<file path="config.mk">
export PLATFORM = sky130hd
export DESIGN_NAME = ips_hsst_sync_filter_v1_0
export DESIGN_NICKNAME = d
export VERILOG_FILES = /design/src/rtl/ips_hsst_sync_filter_v1_0_pkg.sv /design/src/rtl/ips_hsst_sync_filter_ch_v1_0.sv /design/src/rtl/ips_hsst_sync_filter_v1_0.sv
export SDC_FILE = /design/constraint.sdc
export NUM_CORES = 1
export LEC_CHECK = 0
export CAP_MARGIN = 15
export CORE_MARGIN = 3
export CORE_UTILIZATION = 40
export CTS_CLUSTER_DIAMETER = 150
export CTS_CLUSTER_SIZE = 16
export DETAILED_ROUTE_END_ITERATION = 16
export PLACE_DENSITY = 0.62
export SYNTH_ARGS = -nofsm -noshare
export SYNTH_HDL_FRONTEND = slang
export SYNTH_SLANG_ARGS = --single-unit
</file>
<file path="constraint.sdc">
create_clock -name clk -period 1.85 [get_ports clk]
set_input_delay 0.37 -clock clk [delete_from_list [all_inputs] [get_ports clk]]
set_output_delay 0.37 -clock clk [all_outputs]
set_load 0.005 [all_outputs]
</file>
<file path="src/rtl/ips_hsst_sync_filter_v1_0_pkg.sv">
// ---------------------------------------------------------------------------
// ips_hsst_sync_filter_v1_0_pkg
// Shared helpers for the HSST level synchroniser / stability filter.
//   cnt_width(n) : counter width for a filter depth of n, i.e. clog2(n)
//                  but never less than one bit.
// ---------------------------------------------------------------------------
package ips_hsst_sync_filter_v1_0_pkg;

   function automatic int unsigned cnt_width(input int unsigned n);
      int unsigned w;
      w = 0;
      for (int unsigned k = 0; k < 32; k++) begin
         if ((32'd1 << k) < n) begin
            w = k + 32'd1;
         end else begin
            w = w;
         end
      end
      return (w < 32'd1) ? 32'd1 : w;
   endfunction

endpackage : ips_hsst_sync_filter_v1_0_pkg

</file>
<file path="src/rtl/ips_hsst_sync_filter_ch_v1_0.sv">
// ---------------------------------------------------------------------------
// ips_hsst_sync_filter_ch_v1_0
// One channel: STAGES-deep synchroniser chain, stability filter that only
// accepts a new level after FILTER_CNT consecutive differing samples, and
// registered rise/fall strobes aligned with the filtered level update.
// Ports:
//   clk_i        clock
//   rst_i        asynchronous active-high reset
//   sig_async_i  asynchronous level input
//   sig_synced_o synchronised, filtered level
//   sig_rise_o   one-cycle strobe on 0->1 of sig_synced_o
//   sig_fall_o   one-cycle strobe on 1->0 of sig_synced_o
// ---------------------------------------------------------------------------
module ips_hsst_sync_filter_ch_v1_0
   import ips_hsst_sync_filter_v1_0_pkg::*;
#(
   parameter int unsigned STAGES     = 2,
   parameter logic        RST_VAL    = 1'b0,
   parameter int unsigned FILTER_CNT = 4
) (
   input  logic clk_i,
   input  logic rst_i,
   input  logic sig_async_i,
   output logic sig_synced_o,
   output logic sig_rise_o,
   output logic sig_fall_o
);

   localparam int unsigned      CNT_W   = cnt_width(FILTER_CNT);
   localparam logic [CNT_W-1:0] CNT_MAX = CNT_W'(FILTER_CNT - 32'd1);

   // Metastability chain: keep the flops together and out of shift-register primitives.
   (* ASYNC_REG = "TRUE", shreg_extract = "no" *) logic [STAGES-1:0] sync_q;
   logic [STAGES-1:0] sync_d;
   logic              chain_out;
   logic              synced_q;
   logic              synced_d;
   logic              rise_q;
   logic              fall_q;
   logic [CNT_W-1:0]  cnt_q;
   logic [CNT_W-1:0]  cnt_d;

   // Next-state for chain shift and the stability filter.
   always_comb begin
      sync_d    = {sync_q[STAGES-2:0], sig_async_i};
      chain_out = sync_q[STAGES-1];
      synced_d  = synced_q;
      cnt_d     = {CNT_W{1'b0}};
      if (chain_out == synced_q) begin
         // Any agreement restarts the run, so short pulses are forgotten.
         cnt_d = {CNT_W{1'b0}};
      end else if (cnt_q == CNT_MAX) begin
         synced_d = chain_out;
         cnt_d    = {CNT_W{1'b0}};
      end else begin
         cnt_d = cnt_q + CNT_W'(1'b1);
      end
   end

   // State registers; strobes are derived from the same update as synced_q.
   always_ff @(posedge clk_i or posedge rst_i) begin
      if (rst_i) begin
         sync_q   <= {STAGES{RST_VAL}};
         synced_q <= RST_VAL;
         cnt_q    <= {CNT_W{1'b0}};
         rise_q   <= 1'b0;
         fall_q   <= 1'b0;
      end else begin
         sync_q   <= sync_d;
         synced_q <= synced_d;
         cnt_q    <= cnt_d;
         rise_q   <= ~synced_q & synced_d;
         fall_q   <= synced_q & ~synced_d;
      end
   end

   assign sig_synced_o = synced_q;
   assign sig_rise_o   = rise_q;
   assign sig_fall_o   = fall_q;

endmodule : ips_hsst_sync_filter_ch_v1_0

</file>
<file path="src/rtl/ips_hsst_sync_filter_v1_0.sv">
// ---------------------------------------------------------------------------
// ips_hsst_sync_filter_v1_0
// WIDTH independent level synchronisers with stability filter and edge
// strobes, used to bring lock/detect/idle/done levels into the HSST clock.
// Ports:
//   clk        sole clock
//   rst        asynchronous active-high reset
//   sig_async  [WIDTH] asynchronous level inputs
//   sig_synced [WIDTH] synchronised, filtered levels
//   sig_rise   [WIDTH] one-cycle 0->1 strobes
//   sig_fall   [WIDTH] one-cycle 1->0 strobes
// ---------------------------------------------------------------------------
module ips_hsst_sync_filter_v1_0
   import ips_hsst_sync_filter_v1_0_pkg::*;
#(
   parameter int unsigned       WIDTH      = 4,
   parameter int unsigned       STAGES     = 2,
   parameter logic [WIDTH-1:0]  RST_VAL    = {WIDTH{1'b0}},
   parameter int unsigned       FILTER_CNT = 4
) (
   input  logic             clk,
   input  logic             rst,
   input  logic [WIDTH-1:0] sig_async,
   output logic [WIDTH-1:0] sig_synced,
   output logic [WIDTH-1:0] sig_rise,
   output logic [WIDTH-1:0] sig_fall
);

   // Channels share nothing but clock and reset; no cross-bit coherency.
   for (genvar g = 0; g < WIDTH; g++) begin : g_ch
      ips_hsst_sync_filter_ch_v1_0 #(
         .STAGES     (STAGES),
         .RST_VAL    (RST_VAL[g]),
         .FILTER_CNT (FILTER_CNT)
      ) u_ch (
         .clk_i        (clk),
         .rst_i        (rst),
         .sig_async_i  (sig_async[g]),
         .sig_synced_o (sig_synced[g]),
         .sig_rise_o   (sig_rise[g]),
         .sig_fall_o   (sig_fall[g])
      );
   end

endmodule : ips_hsst_sync_filter_v1_0
</file>
; Yosys cells after proc, flatten, opt, wreduce, memory -nomap -nowiden
; Cells that the tools add are included.
[op_classes]
n_addsub = 4
eq_ne = 8
mux = 16
bitwise = 16
[ops]
columns = operator, count
row1 = 2-bit two-way mux, 8
row2 = "2-bit by 1-bit adder with 2-bit output, second input constant", 4
row3 = 1-bit AND, 8
row4 = "2-bit == test, second input constant", 4
row5 = 1-bit two-way mux, 8
row6 = 1-bit NOT, 8
row7 = 1-bit == test, 4
[totals]
register_bits = 28
inputBits = 6

; Depth between registers and ports, before layout
; Gate-level depths: netlist of the first run.
[depth]
ltp_word = 5
ltp_mapped = 3
mapped_depth_nobuf = 3

; Modules after synthesis
; Synthesis of the first run repeated with hierarchy kept, for this count alone.
[unflattened]
hier_cells = 68
hier_area_um2 = 960.9
[modules_own_cells]
columns = module, n_inst, cells_each, area_each_um2, seq_area_each_um2
row1 = ips_hsst_sync_filter_ch_v1_0, 4, 17, 240.2, 175.2

; Least setup slack after synthesis of the first run
; Ideal clock, no wire load.
[synth_path]
path_type = register to register
startpoint = register g_ch[1].u_ch.cnt_q[0]
endpoint = register g_ch[1].u_ch.synced_q
setup_time_ps = 125
arrival_ps = 840
required_ps = 1725
slack_ps = 885
stages_incl_launch_ff = 3
n_path_buf = 0
synth_period_minus_slack_ps = 965
path_cell_list = dfrtp_1 ha_1 mux2_2
[synth_via]
elab_chain_cells = 3
[synth_lines]
columns = item, line
row1 = start: declaration, ips_hsst_sync_filter_ch_v1_0.sv:40  ; logic [CNT_W-1:0] cnt_q;
row2 = start signal: assignment, ips_hsst_sync_filter_ch_v1_0.sv:65  ; cnt_q <= {CNT_W{1'b0}};
row3 = start signal: assignment, ips_hsst_sync_filter_ch_v1_0.sv:71  ; cnt_q <= cnt_d;
row4 = 2-bit == test, ips_hsst_sync_filter_ch_v1_0.sv:52  ; end else if (cnt_q == CNT_MAX) begin
row5 = 1-bit two-way mux, ips_hsst_sync_filter_ch_v1_0.sv:52
row6 = 1-bit two-way mux, ips_hsst_sync_filter_ch_v1_0.sv:49  ; if (chain_out == synced_q) begin
row7 = net g_ch[1].u_ch.synced_d, ips_hsst_sync_filter_ch_v1_0.sv:37  ; logic synced_d;
row8 = end signal: assignment, ips_hsst_sync_filter_ch_v1_0.sv:70  ; synced_q <= synced_d;
row9 = end: declaration, ips_hsst_sync_filter_ch_v1_0.sv:36  ; logic synced_q;
; The timed path passes the listed nets, and every way through them passes these cells.

; Worst setup path in the final report of the first run
[layout_path]
startpoint = register g_ch[2].u_ch.synced_q
endpoint = output sig_synced[2]
[layout_lines]
columns = item, line
row1 = start: declaration, ips_hsst_sync_filter_ch_v1_0.sv:36
row2 = start signal: assignment, ips_hsst_sync_filter_ch_v1_0.sv:70
row3 = end: declaration, ips_hsst_sync_filter_v1_0.sv:24  ; output logic [WIDTH-1:0] sig_synced,
; No word-level cell between the ends.

==> results of run 1 <==
[worst paths after layout]
path	end	slack (ns)	cells past startpoint
max	sig_synced[2]	0.20	1
min	g_ch[0].u_ch.sync_q[1]$_DFF_PP0_	0.36	0
max reg2reg	g_ch[1].u_ch.sig_synced_o$_DFF_PP0_	0.83	2
min reg2reg	g_ch[0].u_ch.sync_q[1]$_DFF_PP0_	0.36	0
max in group asynchronous	g_ch[0].u_ch.sync_q[0]$_DFF_PP0_	1.21	3
min in group asynchronous	g_ch[3].u_ch.sync_q[0]$_DFF_PP0_	0.39	3
[sequential cells by signal, indices dropped and copies added, names as in the netlist]
name	flops
g_ch.u_ch.cnt_q	8
g_ch.u_ch.sig_rise_o	4
g_ch.u_ch.sync_q	8
g_ch.u_ch.sig_synced_o	4
g_ch.u_ch.sig_fall_o	4
[final cells by class]
cell class / instances / share of cell area (%)
clock buffers: 4 / 3.03
inverters: 3 / 0.940
multi-input cells: 30 / 19.7
flip-flops and latches: 28 / 58.5
well taps: 28 / 2.93
repair buffers: 18 / 14.8
[kinds of logic after synthesis]
logic type                 after synthesis
buffers and inverters                   15
xor gates and xnor gates                 4
adders and majority gates                4
DFF                                     28
muxes                                    2
AOI/OAI and AO/OA                        2
and+or+nand+nor                         18
[metrics by stage]
| stage | power [mW] | instance area [um^2] | hold slack [ns] | setup slack [ns] | util, % |
|---|---|---|---|---|---|
| final | 1.49 | 1200 | 0.364 | 0.202 | 51.2 |
| after global routing | 1.60 | 1200 | 0.376 | 0.139 | 51.2 |
| after CTS | 1.52 | 1200 | 0.367 | 0.192 | 51.2 |
| after detailed placement | 1.23 | 1160 | 0.335 | 0.573 | 49.6 |
| after global placement | 1.20 | 1160 | 0.332 | 0.588 | 49.6 |
| after floorplan | 1.12 | 1040 | 0.331 | 0.885 | - |
[layer usage]
metal  GRT usage (%)  wire length, um  part of all wire [%]
met5               0                0                     0
met4            4.97               13                   1.0
met3            2.71               51                   4.1
met2            13.5              609                    49
met1            11.1              576                    46
[layout by cell type (no fill, tap or decap), drive strengths merged]
cell type      synthesis  layout
buf                   12       1
xnor2                  3       3
nor2                   2       2
inv                    3       3
nor2b                  3       3
clkdlybuf4s50          0      17
ha                     4       4
nand2                  2       2
nor3                   3       3
mux2                   2       2
nor3b                  3       3
dfrtp                 28      28
clkbuf                 0       4
o21ai                  2       2
and2                   1       1
xor2                   1       1
and3b                  4       4
[power by group through the flow]
stage               registers (mW)  clock network [mW]  logic, mW
floorplan                    0.827                   0      0.292
global placement             0.834                   0      0.363
detailed placement           0.848                   0      0.378
CTS                          0.835               0.300      0.381
global route                 0.851               0.323      0.422
finish                       0.833               0.285      0.370
==> key figures, run 1 <==
Synthesis
  – Post-synthesis instance area: 0.00104 mm^2
  – Dominant cell type by area after synthesis: sky130_fd_sc_hd__dfrtp_1
  – Cell types with the largest area share after synthesis: sky130_fd_sc_hd__dfrtp_1 (67%), sky130_fd_sc_hd__buf_4 (8.7%), sky130_fd_sc_hd__ha_1 (4.8%), sky130_fd_sc_hd__and3b_1 (3.4%), sky130_fd_sc_hd__xnor2_1 (2.5%)
  – Synth unique cells: 16
  – Mux share of post-synthesis cell area: 2.17%
  – Main combinational cell family by area after synthesis: simple AND/OR/NAND/NOR gates
  – Synthesized Nets: 83
  – Synthesized flop and latch total: 28
  – Fraction of registers with async set/reset: 100%
  – Yosys warning total: 0
  – Post-synthesis simple-gate area fraction: 11.4%
  – Number of flops mapped to enable cells by yosys: 0
  – Top_reg_cell synth: sky130_fd_sc_hd__dfrtp_1
  – Sequential area share after synthesis: 67.5%
  – Most repeated cell in the gate-level netlist after synthesis: sky130_fd_sc_hd__dfrtp_1
  – Post-Synth Adder-Cell Area: 4.82%
  – Area share of the largest cell type after synthesis: 67.5%
  – Synthesized-area fraction occupied by ao, oa, aoi and oai cells: 0.964%
  – Fraction of synthesized cell area in xor and xnor cells: 3.37%
  – Mean instance size in the synthesized netlist: 14.2 um^2
  – Cell types with the highest counts after synthesis: sky130_fd_sc_hd__dfrtp_1 (28), sky130_fd_sc_hd__buf_4 (12), sky130_fd_sc_hd__and3b_1 (4), sky130_fd_sc_hd__ha_1 (4)
  – Cells after synthesis: 73

Floorplan
  – Number of core rows: 17
  – Area of the core: 0.00234 mm^2
  – DIE HEIGHT: 57.0 um
  – Initial cell density of the core: 44.4%
  – I/O pins: 18
  – Horizontal die dimension: 57.0 um
  – Die area: 0.00324 mm^2

Drt
  – Total vias in the final route: 497
  – Number of detailed-routing iterations run before antenna repair: 2
  – Antenna Violating Nets Remaining: 0
  – Iteration-0 DRC count of the detailed router: 4
  – WL final: 1250 um
  – Per-cell routed wire length: 11.3 um
  – Vias per cell: 4.48
  – Drt drc: 0

Finish
  – Ant. Diodes: 0
  – Post-layout net count: 94
  – Layout overhead on the synthesized area: 15.3%
  – Share of final-layout standard cells stronger than drive strength 1: 10.8%
  – Final Non-Filler Cells: 111
  – Seq. cell area: 701 um^2
  – Filler cell count in the final layout: 205
  – Multi-input gate area in the final layout: 236 um^2

Job
  – Max-cap check violation count: 0

Power
  – Switch share: 26.3%
  – Part of the power in combinational logic: 24.8%
  – Total leakage power: 0.573 nW
  – Power density relative to cell area: 1240 mW/mm^2
  – Worst vdd ir: 0.000656 V
  – Sequential group share of total power: 56.0%
  – Part of the total power dissipated in the clock network: 19.2%
  – Sw power: 0.391 mW
  – Internal power summed over all cells: 1.10 mW

Clocking
  – CTS resizes: 0
  – CTS Hold Buffers Added: 0
  – Clk slew on worst S/H paths: 0.14 ns
  – Clock Latency Late Sink: 0.31 ns
  – TritonCTS buffer count: 3
  – Root buffer selected by CTS: sky130_fd_sc_hd__clkbuf_4
  – Maximum buffer depth of the clock tree: 2
  – Clock H-tree levels: 1
  – Post-CTS Setup Inserts: 0
  – CTS Sinks: 28
  – CTS tree: built

Place
  – Placed wire-length estimate: 917 um
  – Routability cong.: 0.681
  – Number of placed cells counting well taps: 107
  – Quantity of I/O buffers inserted on ports: 17

Critical path
  – Startpoint type of the worst setup path: flop
  – Crit path max-delay cell type: sky130_fd_sc_hd__clkdlybuf4s50_1
  – Critical-path cell list: clkdlybuf4s50_1
  – Reg-to-reg startpoint: g_ch[1].u_ch.cnt_q[0]$_DFF_PP0_
  – Nature of the critical path endpoint: primary output
  – Required time reported for the critical path endpoint: 1.48 ns
  – Biggest fanout along the worst timing path: 5
  – Cell class contributing the biggest share of worst-path delay: buffers and inverters
  – Critical Path AT: 1.28 ns
  – Kind of critical path: reg2out
  – Max stage delay on crit path: 0.53 ns
  – Crit path buffers/inverters: 1
  – Beginning of the critical path: g_ch[2].u_ch.sig_synced_o$_DFF_PP0_

Global route
  – Antenna violations before repair: 0
  – Pin count of the biggest net entering global routing: 29
  – First-pass GRT wire length: 2220 um
  – Global-route total usage across every layer: 8.85%
  – Vias in the first global route: 527
  – Total grt overflow: 0

Timing
  – Maximum operating frequency: 607 MHz
  – Setup Total Neg Slack: 0 ns
  – Hold Violations, Final: 0
  – Worst Tran Pin Value: 0.338 ns
  – Post-layout min period: 1.65 ns
  – Number of max-slew violations in the final report: 0
  – Clock Skew: 0.00209 ns
  – Tcrit/Tclk final: 89.1%
  – Max-slew headroom at the worst pin: 77.4%
  – Final setup violating endpoints: 0
  – RSZ-0062 raised after global routing: false

Run status
  – Result of the run: finished clean

Hold path
  – Min-delay worst type: reg2reg
  – Worst hold path startpoint: g_ch[0].u_ch.sync_q[0]$_DFF_PP0_
(Power assumes the default switching activity.)
==> inputs of run 2 (changes only) <==
Settings changed: CTS_CLUSTER_DIAMETER 150 to default.
==> results of run 2 <==
Same layout as run 1: the final DEF is identical, and so are final timing and power.
==> variant (flow settings as in run 1) <==
`STAGES` is set to 2 in 2 places; all go to 4.
--- a/src/rtl/ips_hsst_sync_filter_ch_v1_0.sv
+++ b/src/rtl/ips_hsst_sync_filter_ch_v1_0.sv
@@ -15,5 +15,5 @@
    import ips_hsst_sync_filter_v1_0_pkg::*;
 #(
-   parameter int unsigned STAGES     = 2,
+   parameter int unsigned STAGES     = 4,
    parameter logic        RST_VAL    = 1'b0,
    parameter int unsigned FILTER_CNT = 4
--- a/src/rtl/ips_hsst_sync_filter_v1_0.sv
+++ b/src/rtl/ips_hsst_sync_filter_v1_0.sv
@@ -15,5 +15,5 @@
 #(
    parameter int unsigned       WIDTH      = 4,
-   parameter int unsigned       STAGES     = 2,
+   parameter int unsigned       STAGES     = 4,
    parameter logic [WIDTH-1:0]  RST_VAL    = {WIDTH{1'b0}},
    parameter int unsigned       FILTER_CNT = 4
Behaviour: not the same (Yosys sat finds a counterexample within 10 cycles, from zero or initial values and one cycle with rst high).
==> variant against run 1 <==
Cell area rose by 19%. Routed wire length rose by 15%. Area after synthesis is 19% higher. Via count rose by 18%. Power grew 23%. Hold slack worse by 9.5 ps. Die area rose by 17%. Sequential cell count rose by 8. Setup slack better by 6.9 ps. Clock skew up 0.57 ps.
==> variant: results (changes against run 1) <==
| Metric | Value |
|---|---|
| Routed vias | `588 (was 497)` |
| DP HPWL | `970 µm (was 917 µm)` |
| WL met2 | `699 µm (was 609 µm)` |
| RR Startpoint | `g_ch[3].u_ch.cnt_q[0] (was g_ch[1].u_ch.cnt_q[0])` |
| Fin cells | `125 (was 111)` |
| Syn Nets | `91 (was 83)` |
| Nets | `104 (was 94)` |
| Leak pwr | `0.000683 µW (was 0.000573 µW)` |
| H-tree Lvls | `2 (was 1)` |
| Part of the power in registers | `0.555 (was 0.560)` |
| Synth cell count leaders | `dfrtp_1 (36), buf_4 (12), and3b_1 (4), ha_1 (4) (was dfrtp_1 (28), buf_4 (12), and3b_1 (4), ha_1 (4))` |
| Drt wl/cell | `11.6 µm (was 11.3 µm)` |
| Clock-pin slew on the worst setup and hold paths | `100 ps (was 140 ps)` |
| Top flop regs | `g_ch.u_ch.sync_q: 16 flops, g_ch.u_ch.cnt_q: 8 flops (was g_ch.u_ch.cnt_q: 8 flops, g_ch.u_ch.sync_q: 8 flops)` |
| Fin Clk Skew | `2.66 ps (was 2.09 ps)` |
| Placed cell count | `118 (was 107)` |
| GP Congestion | `0.651 (was 0.681)` |
| Pin count of the biggest net entering global routing | `37 (was 29)` |
| Metal3 WL | `94 µm (was 51 µm)` |
| Slew @ Worst Pin | `427 ps (was 338 ps)` |
| TritonCTS buffer count | `5 (was 3)` |
| First-iteration detailed-routing DRC count | `16 (was 4)` |
| Power share of the clock group | `0.243 (was 0.192)` |
| Dominant cells by area after synthesis | `dfrtp_1 (73%), buf_4 (7.3%), ha_1 (4.0%), and3b_1 (2.8%), xnor2_1 (2.1%) (was dfrtp_1 (67%), buf_4 (8.7%), ha_1 (4.8%), and3b_1 (3.4%), xnor2_1 (2.5%))` |
| Status | `finished clean (unchanged)` |
| Post-Syn Instances | `81 (was 73)` |
| Post-route cell area | `1430 µm² (was 1200 µm²)` |
| Peak supply drop | `0.000491 V (was 0.000656 V)` |
| Worst r2r dst | `g_ch[3].u_ch.sig_synced_o (was g_ch[1].u_ch.sig_synced_o)` |
| Switching Fraction | `0.250 (was 0.263)` |
| Ratio of cells with drive above 1 in the final layout | `0.128 (was 0.108)` |
==> variant: cell types whose count changed after synthesis <==
cell,delta
dfrtp_1,+8
==> variant: metal layers <==
metal  vias to the layer above  global-route usage
met3                         6              0.0440
li1                        272                   -
met2                        17               0.152
met4                         0              0.0818
met5                         -                   0
met1                       293               0.111
==> variant: kinds of logic after synthesis <==
kind of cell | share of synthesized area
flip-flops | 0.727
multiplexers | 0.0182
adder cells (fa/ha/maj) | 0.0404
AND/OR/NAND/NOR | 0.0960
AO/OA/AOI/OAI | 0.00808
XOR/XNOR | 0.0283
buffers and inverters | 0.0818
==> variant: final cells by class <==
| class | instances | area [µm²] |
|---|---|---|
| fill | 256 | 1420 |
| inverter | 3 | 11.3 |
| multi-input combinational | 30 | 236 |
| clock buffer | 7 | 65.1 |
| timing repair buffer | 18 | 178 |
| sequential | 36 | 901 |
| tap | 31 | 38.8 |
==> variant: how the worst min path moves through the flow <==
stage                             end              startpoint  cells after the start  slack (ps)
6_report       g_ch[1].u_ch.sync_q[2]  g_ch[1].u_ch.sync_q[1]                      0         350
5_1_grt        g_ch[1].u_ch.sync_q[1]  g_ch[1].u_ch.sync_q[0]                      0         360
4_1_cts        g_ch[1].u_ch.sync_q[2]  g_ch[1].u_ch.sync_q[1]                      0         360
3_5_place_dp   g_ch[1].u_ch.sync_q[3]  g_ch[1].u_ch.sync_q[2]                      0         330
3_3_place_gp   g_ch[1].u_ch.sync_q[1]  g_ch[1].u_ch.sync_q[0]                      0         330
2_1_floorplan  g_ch[0].u_ch.sync_q[1]  g_ch[0].u_ch.sync_q[0]                      0         330
==> variant: through the flow <==
stage                     hold WS, ps   util  setup WS [ps]
after floorplan                   331      -            676
after global placement            333  0.479            586
after detailed placement          335  0.479            555
after CTS                         359  0.501            174
after global routing              364  0.501            133
final                             354  0.501            209
